--- config.mk ---
export PLATFORM = sky130hd
export DESIGN_NAME = multicycle_seq
export DESIGN_NICKNAME = d
export VERILOG_FILES = /design/src/rtl/multicycle_seq.sv
export SDC_FILE = /design/constraint.sdc
export NUM_CORES = 1
export LEC_CHECK = 0
export CAP_MARGIN = 5
export CORE_AREA = 2 2 39 41
export CTS_CLUSTER_SIZE = 24
export DETAILED_ROUTE_END_ITERATION = 8
export DIE_AREA = 0 0 41 43
export SLEW_MARGIN = 10
export SYNTH_ARGS = -nofsm -noshare
export SYNTH_HDL_FRONTEND = slang
export SYNTH_SLANG_ARGS = --single-unit
export TNS_END_PERCENT = 1
--- constraint.sdc ---
create_clock -name clk -period 1.2 [get_ports clk]
set_input_delay 0.18 -clock clk [delete_from_list [all_inputs] [get_ports clk]]
set_output_delay 0.18 -clock clk [all_outputs]
set_load 0.01 [all_outputs]
--- src/rtl/multicycle_seq.sv ---
// Multicycle control sequencer: FETCH/DECODE/EXEC/MEM/WB plus a sticky FAULT.
// Optional bus-wait timeout is enabled by defining MC_BUS_TIMEOUT_EN.
module multicycle_seq #(
  parameter int unsigned TIMEOUT_CYCLES = 255
) (
  input  logic       clk,
  input  logic       reset,
  output logic       imem_req,
  input  logic       imem_ready,
  output logic       dmem_req,
  output logic       dmem_we,
  input  logic       dmem_ready,
  input  logic       dec_reg_write,
  input  logic       dec_mem_read,
  input  logic       dec_mem_write,
  input  logic       dec_branch,
  input  logic       dec_jump,
  input  logic       dec_illegal,
  output logic       ir_write,
  output logic       pc_write,
  output logic       rf_write,
  output logic       retire,
  output logic [2:0] state,
  output logic       fault
);

  typedef enum logic [2:0] {
    S_FETCH  = 3'd0,
    S_DECODE = 3'd1,
    S_EXEC   = 3'd2,
    S_MEM    = 3'd3,
    S_WB     = 3'd4,
    S_FAULT  = 3'd5
  } state_e;

  if (TIMEOUT_CYCLES < 1 || TIMEOUT_CYCLES > 255) begin : g_bad_tmo
    $error("TIMEOUT_CYCLES must be in 1..255");
  end

  state_e state_q;
  state_e state_d;
  logic   tmo_hit;
  logic   unused_ok;

  // Jumps need no special sequencing: they retire through WB like ALU ops.
  assign unused_ok = dec_jump;

`ifdef MC_BUS_TIMEOUT_EN
  localparam logic [7:0] TMO_LIMIT = 8'(TIMEOUT_CYCLES);

  logic [7:0] tmo_q;
  logic [7:0] tmo_d;
  logic       waiting;

  // A bus wait is a requesting state whose ready is still low.
  always_comb begin
    waiting = 1'b0;
    if (state_q == S_FETCH) waiting = !imem_ready;
    if (state_q == S_MEM)   waiting = !dmem_ready;
    tmo_hit = waiting && (tmo_q == TMO_LIMIT);
    tmo_d   = (waiting && !tmo_hit) ? tmo_q + 8'd1 : 8'd0;
  end
`else
  assign tmo_hit = 1'b0;
`endif

  // Next state and the Mealy/Moore control outputs.
  always_comb begin
    state_d  = state_q;
    imem_req = 1'b0;
    ir_write = 1'b0;
    dmem_req = 1'b0;
    dmem_we  = 1'b0;
    pc_write = 1'b0;
    rf_write = 1'b0;
    retire   = 1'b0;
    fault    = 1'b0;
    unique case (state_q)
      S_FETCH: begin
        imem_req = 1'b1;
        if (imem_ready) begin
          ir_write = 1'b1;
          state_d  = S_DECODE;
        end else if (tmo_hit) begin
          state_d  = S_FAULT;
        end
      end
      S_DECODE: begin
        if (dec_illegal || (dec_mem_read && dec_mem_write))
          state_d = S_FAULT;
        else
          state_d = S_EXEC;
      end
      S_EXEC: begin
        if (dec_mem_read || dec_mem_write) begin
          state_d  = S_MEM;
        end else if (dec_branch) begin
          pc_write = 1'b1;
          retire   = 1'b1;
          state_d  = S_FETCH;
        end else begin
          state_d  = S_WB;
        end
      end
      S_MEM: begin
        dmem_req = 1'b1;
        dmem_we  = dec_mem_write;
        if (dmem_ready) begin
          if (dec_mem_write) begin
            pc_write = 1'b1;
            retire   = 1'b1;
            state_d  = S_FETCH;
          end else begin
            state_d  = S_WB;
          end
        end else if (tmo_hit) begin
          state_d  = S_FAULT;
        end
      end
      S_WB: begin
        rf_write = dec_reg_write;
        pc_write = 1'b1;
        retire   = 1'b1;
        state_d  = S_FETCH;
      end
      S_FAULT: begin
        fault   = 1'b1;
        state_d = S_FAULT;
      end
      default: begin
        state_d = S_FAULT;
      end
    endcase
  end

  assign state = state_q;

  // State register; reset abandons any in-flight access.
  always_ff @(posedge clk or posedge reset) begin
    if (reset) begin
      state_q <= S_FETCH;
`ifdef MC_BUS_TIMEOUT_EN
      tmo_q   <= 8'd0;
`endif
    end else begin
      state_q <= state_d;
`ifdef MC_BUS_TIMEOUT_EN
      tmo_q   <= tmo_d;
`endif
    end
  end

endmodule

# Word level (Yosys, flattened, before mapping)
# Cells that the tools add are included.
# word_totals
regBits	3
latch_bits	0
ramBits	0
rom_bits	0
input_bits	10
wordCells	32
mem_count	0
# op_classes
add_sub_neg	0
multipliers	0
div_mod_pow	0
order_cmp	0
eq_ne	7
shift	0
mux	19
n_bitwise	0
n_reduce_logical	5
# op_table
op	count
2-to-1 mux 3 bit	6
case mux 3 bit (5 select lines)	1
2-to-1 mux 1 bit	11
equality test 3 x 2 -> 1 bit, second input constant	2
equality test 3 bit, second input constant	2
!= test 2 bit, second input constant	2
equality test 3 x 1 -> 1 bit, second input constant	1
zero test 3 bit	1
case mux 1 bit (3 select lines)	1
logical OR 1 bit	2
AND reduction 2 bit	1
logical AND 1 bit	1

# Logic depth before layout (Yosys ltp)
# depth
word_depth	4
mapped_depth	5
ltp_nobuf	3

# Worst setup path after synthesis
# Ideal clock, no wire load.
# synth_timing
path_kind	flip-flop to output port
from	reg state_q[2] (netlist: state[2])
to	out retire
t_arrival_ns	1.202
required_ns	1.020
setup_slack_ns	-0.182
stages_incl_launch_ff	5
n_path_buf	1
path_cell_list	dfrtp_1 and2b_4 and3_4 o2bb2ai_2 buf_4
# synth_between
elab_chain_len	2
# synth_lines
element	line_no	source
start, declared	40	state_e state_q;
start signal, assigned	146	state_q <= state_d;
equality test 3 bit or equality test 3 x 2 -> 1 bit (tied branches)	n/a	
case mux 1 bit (3 select lines) (*)	n/a	
end, declared	22	output logic retire,
# Mark *: on every way between the ends. The rest lies on a longest branch, timed or not.

# Worst setup path in the final report
# layout_timing
from	reg state_q[2] (netlist: state[2])
to	out retire
# layout_between
elab_chain_len	2
# layout_lines
element	line_no	source
equality test 3 bit or equality test 3 x 2 -> 1 bit (tied branches)	78	unique case (state_q)
case mux 1 bit (3 select lines) (*)	78	
# Marks and branches as above.

==> impl_metrics.tcl <==
set metrics [dict create \
    outcome "finished with violations" \
    violations "setup timing" \
    grt_max_degree 6 \
    wirelength_um 993 \
    synthTopCellsByCount "nor2_1 (4), a21oi_1 (3), buf_4 (3), dfrtp_1 (3), nor3_1 (3)" \
    root_buffer "clkbuf_4" \
    start_util_pct 20.2 \
    synth_compound_area_share_pct 26.9 \
    postPlaceCellArea_um2 592 \
    rsz0062_at_grt "yes" \
    die_w_um 41 \
    vias_per_cell 4.51 \
    yosysWarnings 0 \
    async_flop_share_pct 100 \
    htree_levels 1 \
    grt_pass1_vias 335 \
    synth_cell_types 20 \
    combinationalPowerShare_pct 73.4 \
    grt-ovfl-total 0 \
    power_switching_mw 0.505 \
    crit_path_start_kind "register" \
    path_max_fanout 3 \
    n_fill_cell 147 \
    synth_xor_xnor_area_share_pct 0 \
    pwr-share-clk_pct 12.7 \
    internal-power_mw 0.872 \
    setup_ws_ns -0.297 \
    synth_top_family_by_area "simple AND/OR/NAND/NOR gates" \
    core_area_mm2 0.00138 \
    yosysTopAreaCell "dfrtp_1" \
    power.total_mw 1.38 \
    syn_area_per_cell_um2 8.46 \
    hold_ws_ns 0.109 \
    maxSlewHeadroom_pct 85.6 \
    tns_ns -1.65 \
    syn_inst 33 \
    synthesis.area_um2 279 \
    ys_ff_latch 3 \
    wl_per_cell_um 11.5 \
    ir_worst_vdd_uv 837 \
    synth_edf_count 0 \
    endpoint_kind "output port" \
    fin_skew_ns 0.00217 \
    r2r_start "state[0]$_DFFE_PP0P_" \
    vias 388 \
    swShare_pct 36.7 \
    port_buffers 19 \
    n_antenna_cell 0 \
    ant_nets 0 \
    final_area_um2 666 \
    cts_tree "yes" \
    antenna_found_initial 0 \
    drt_iter0_markers 6 \
    final_max_slew_viol_count 0 \
    ioPinCount 21 \
    grt_first_pass_wirelength_mm 1.32 \
    worstSetupStartpoint "state[2]$_DFFE_PP0P_" \
    syn2layout_area_growth_pct 139 \
    cts_buffers 3 \
    drv_cap 0 \
    drive_above_1_share_pct 64.3 \
    period_share_pct 125 \
    routabilityCongestion 0.683 \
    clkSlewWorstSetupHoldPaths_ns 0.04 \
    critPathRequiredTime_ns 1.02 \
    layout.nets 81 \
    cp_data_arrival_time_ns 1.32 \
    fp.dieArea_mm2 0.00176 \
    path_class "register to output port" \
    synth_area_leaders "dfrtp_1 (27%), buf_4 (8.1%), a21oi_1 (5.4%), nor3_1 (5.4%), nor2_1 (5.4%)" \
    fin_util_pct 48.1 \
    synthSimpleGateAreaFrac_pct 31.4 \
    cts_buffer_depth 2 \
    finalHoldViolations 0 \
    yosysSeqAreaShare_pct 26.9 \
    finalCriticalPeriod_ns 1.50 \
    powerDensity_mw_per_mm2 2070 \
    synth-adder-area-share_pct 0 \
    leakage_nw 0.319 \
    drtPass1Iterations 4 \
    synth.top_cell.area_share_pct 26.9 \
    ys.flop_type "dfrtp_1" \
    hold_path.class "input port to asynchronous set/reset pin" \
    grt_util_all_layers_pct 11.2 \
    route.detailed.drc 0 \
    post-synth-top-count-cell "nor2_1" \
    muxShareOfSynthArea_pct 4.04 \
    rows 14 \
    die_h_um 43 \
    dpl.hpwl_um 682 \
    setup_viol 10 \
    cts_sinks 3 \
    clock_latency_ns 0.23 \
    seqPwrFrac_pct 13.9 \
    postCtsHoldBufs 0 \
    synth_fp_nets 43 \
    largest_register_ffs 3 \
    tightest_slew_ns 0.216 \
    max_clock_freq_mhz 668 \
]
==> cell families after synthesis <==
logic type	after synthesis
flip-flops	3
multiplexers	1
AND/OR/NAND/NOR	15
AO/OA/AOI/OAI	9
buffers and inverters	5
==> layout by cell type, fill, tap and decap left out, types with 2 or more instances in the layout <==
cell and n:
inv_1 2, dfrtp_2 2, buf_4 14, clkdlybuf4s50_1 8, a21oi_1 2, clkbuf_4 3
buf_2 5, and2_1 2, nor3_2 2, nor2_1 3, buf_6 6
==> power groups by stage <==
stage                     Sequential, mW  Clock [mW]  Combinational [mW]
final                              0.191       0.175                1.01
after global routing               0.198       0.201                1.10
after CTS                          0.190       0.186               0.976
after detailed placement           0.190           0               0.872
after global placement             0.190           0               0.872
after floorplan                    0.210           0               0.400
==> final timing paths <==
path                                   endpoint  slack, ns  cells after the start
max in group asynchronous  state[2]$_DFFE_PP0P_       0.95                      2
min in group clk           state[0]$_DFFE_PP0P_       0.74                      3
min reg2reg                state[0]$_DFFE_PP0P_       0.74                      3
max reg2reg                state[2]$_DFFE_PP0P_       0.03                      4
min                        state[0]$_DFFE_PP0P_       0.11                      2
max                                      retire      -0.30                      4
==> repair_timing <==
item,4_1_cts,5_1_grt
pin swaps,3,0
setup buffers,3,0
setup endpoints to repair,13,13
hold endpoints to repair,0,0
cloned,0,0
resized for setup,51,3
==> per-stage QoR <==
| step | instances | setup slack (ns) |
|---|---|---|
| finish | 86 | -0.297 |
| global route | 86 | -0.364 |
| CTS | 86 | -0.309 |
| detailed placement | 79 | -0.633 |
| global placement | 79 | -0.596 |
| floorplan | 33 | -0.155 |
==> layer usage <==
layer,global-route usage (%),vias to the layer above,routed length (um)
met3,1.57,2,73
met1,13.3,177,417
met5,0,-,0
met2,17.2,17,487
li1,-,192,-
met4,8.00,0,15
==> layout make-up <==
class                      count  area [um^2]  area share (%)
sequential                     3         77.6            11.7
inverter                       2         7.51            1.13
tap                           16         20.0            3.01
timing repair buffer          36          303            45.5
clock buffer                   4         26.3            3.95
multi-input combinational     25          231            34.8
==> worst max-delay path: stages, from the launching register on <==
cell and delay [ns]:
dfrtp_2 0.40, and2b_4 0.26, and3_4 0.19, o2bb2ai_4 0.12
buf_6 0.12
No activity file was read; power rests on OpenSTA's default activity.
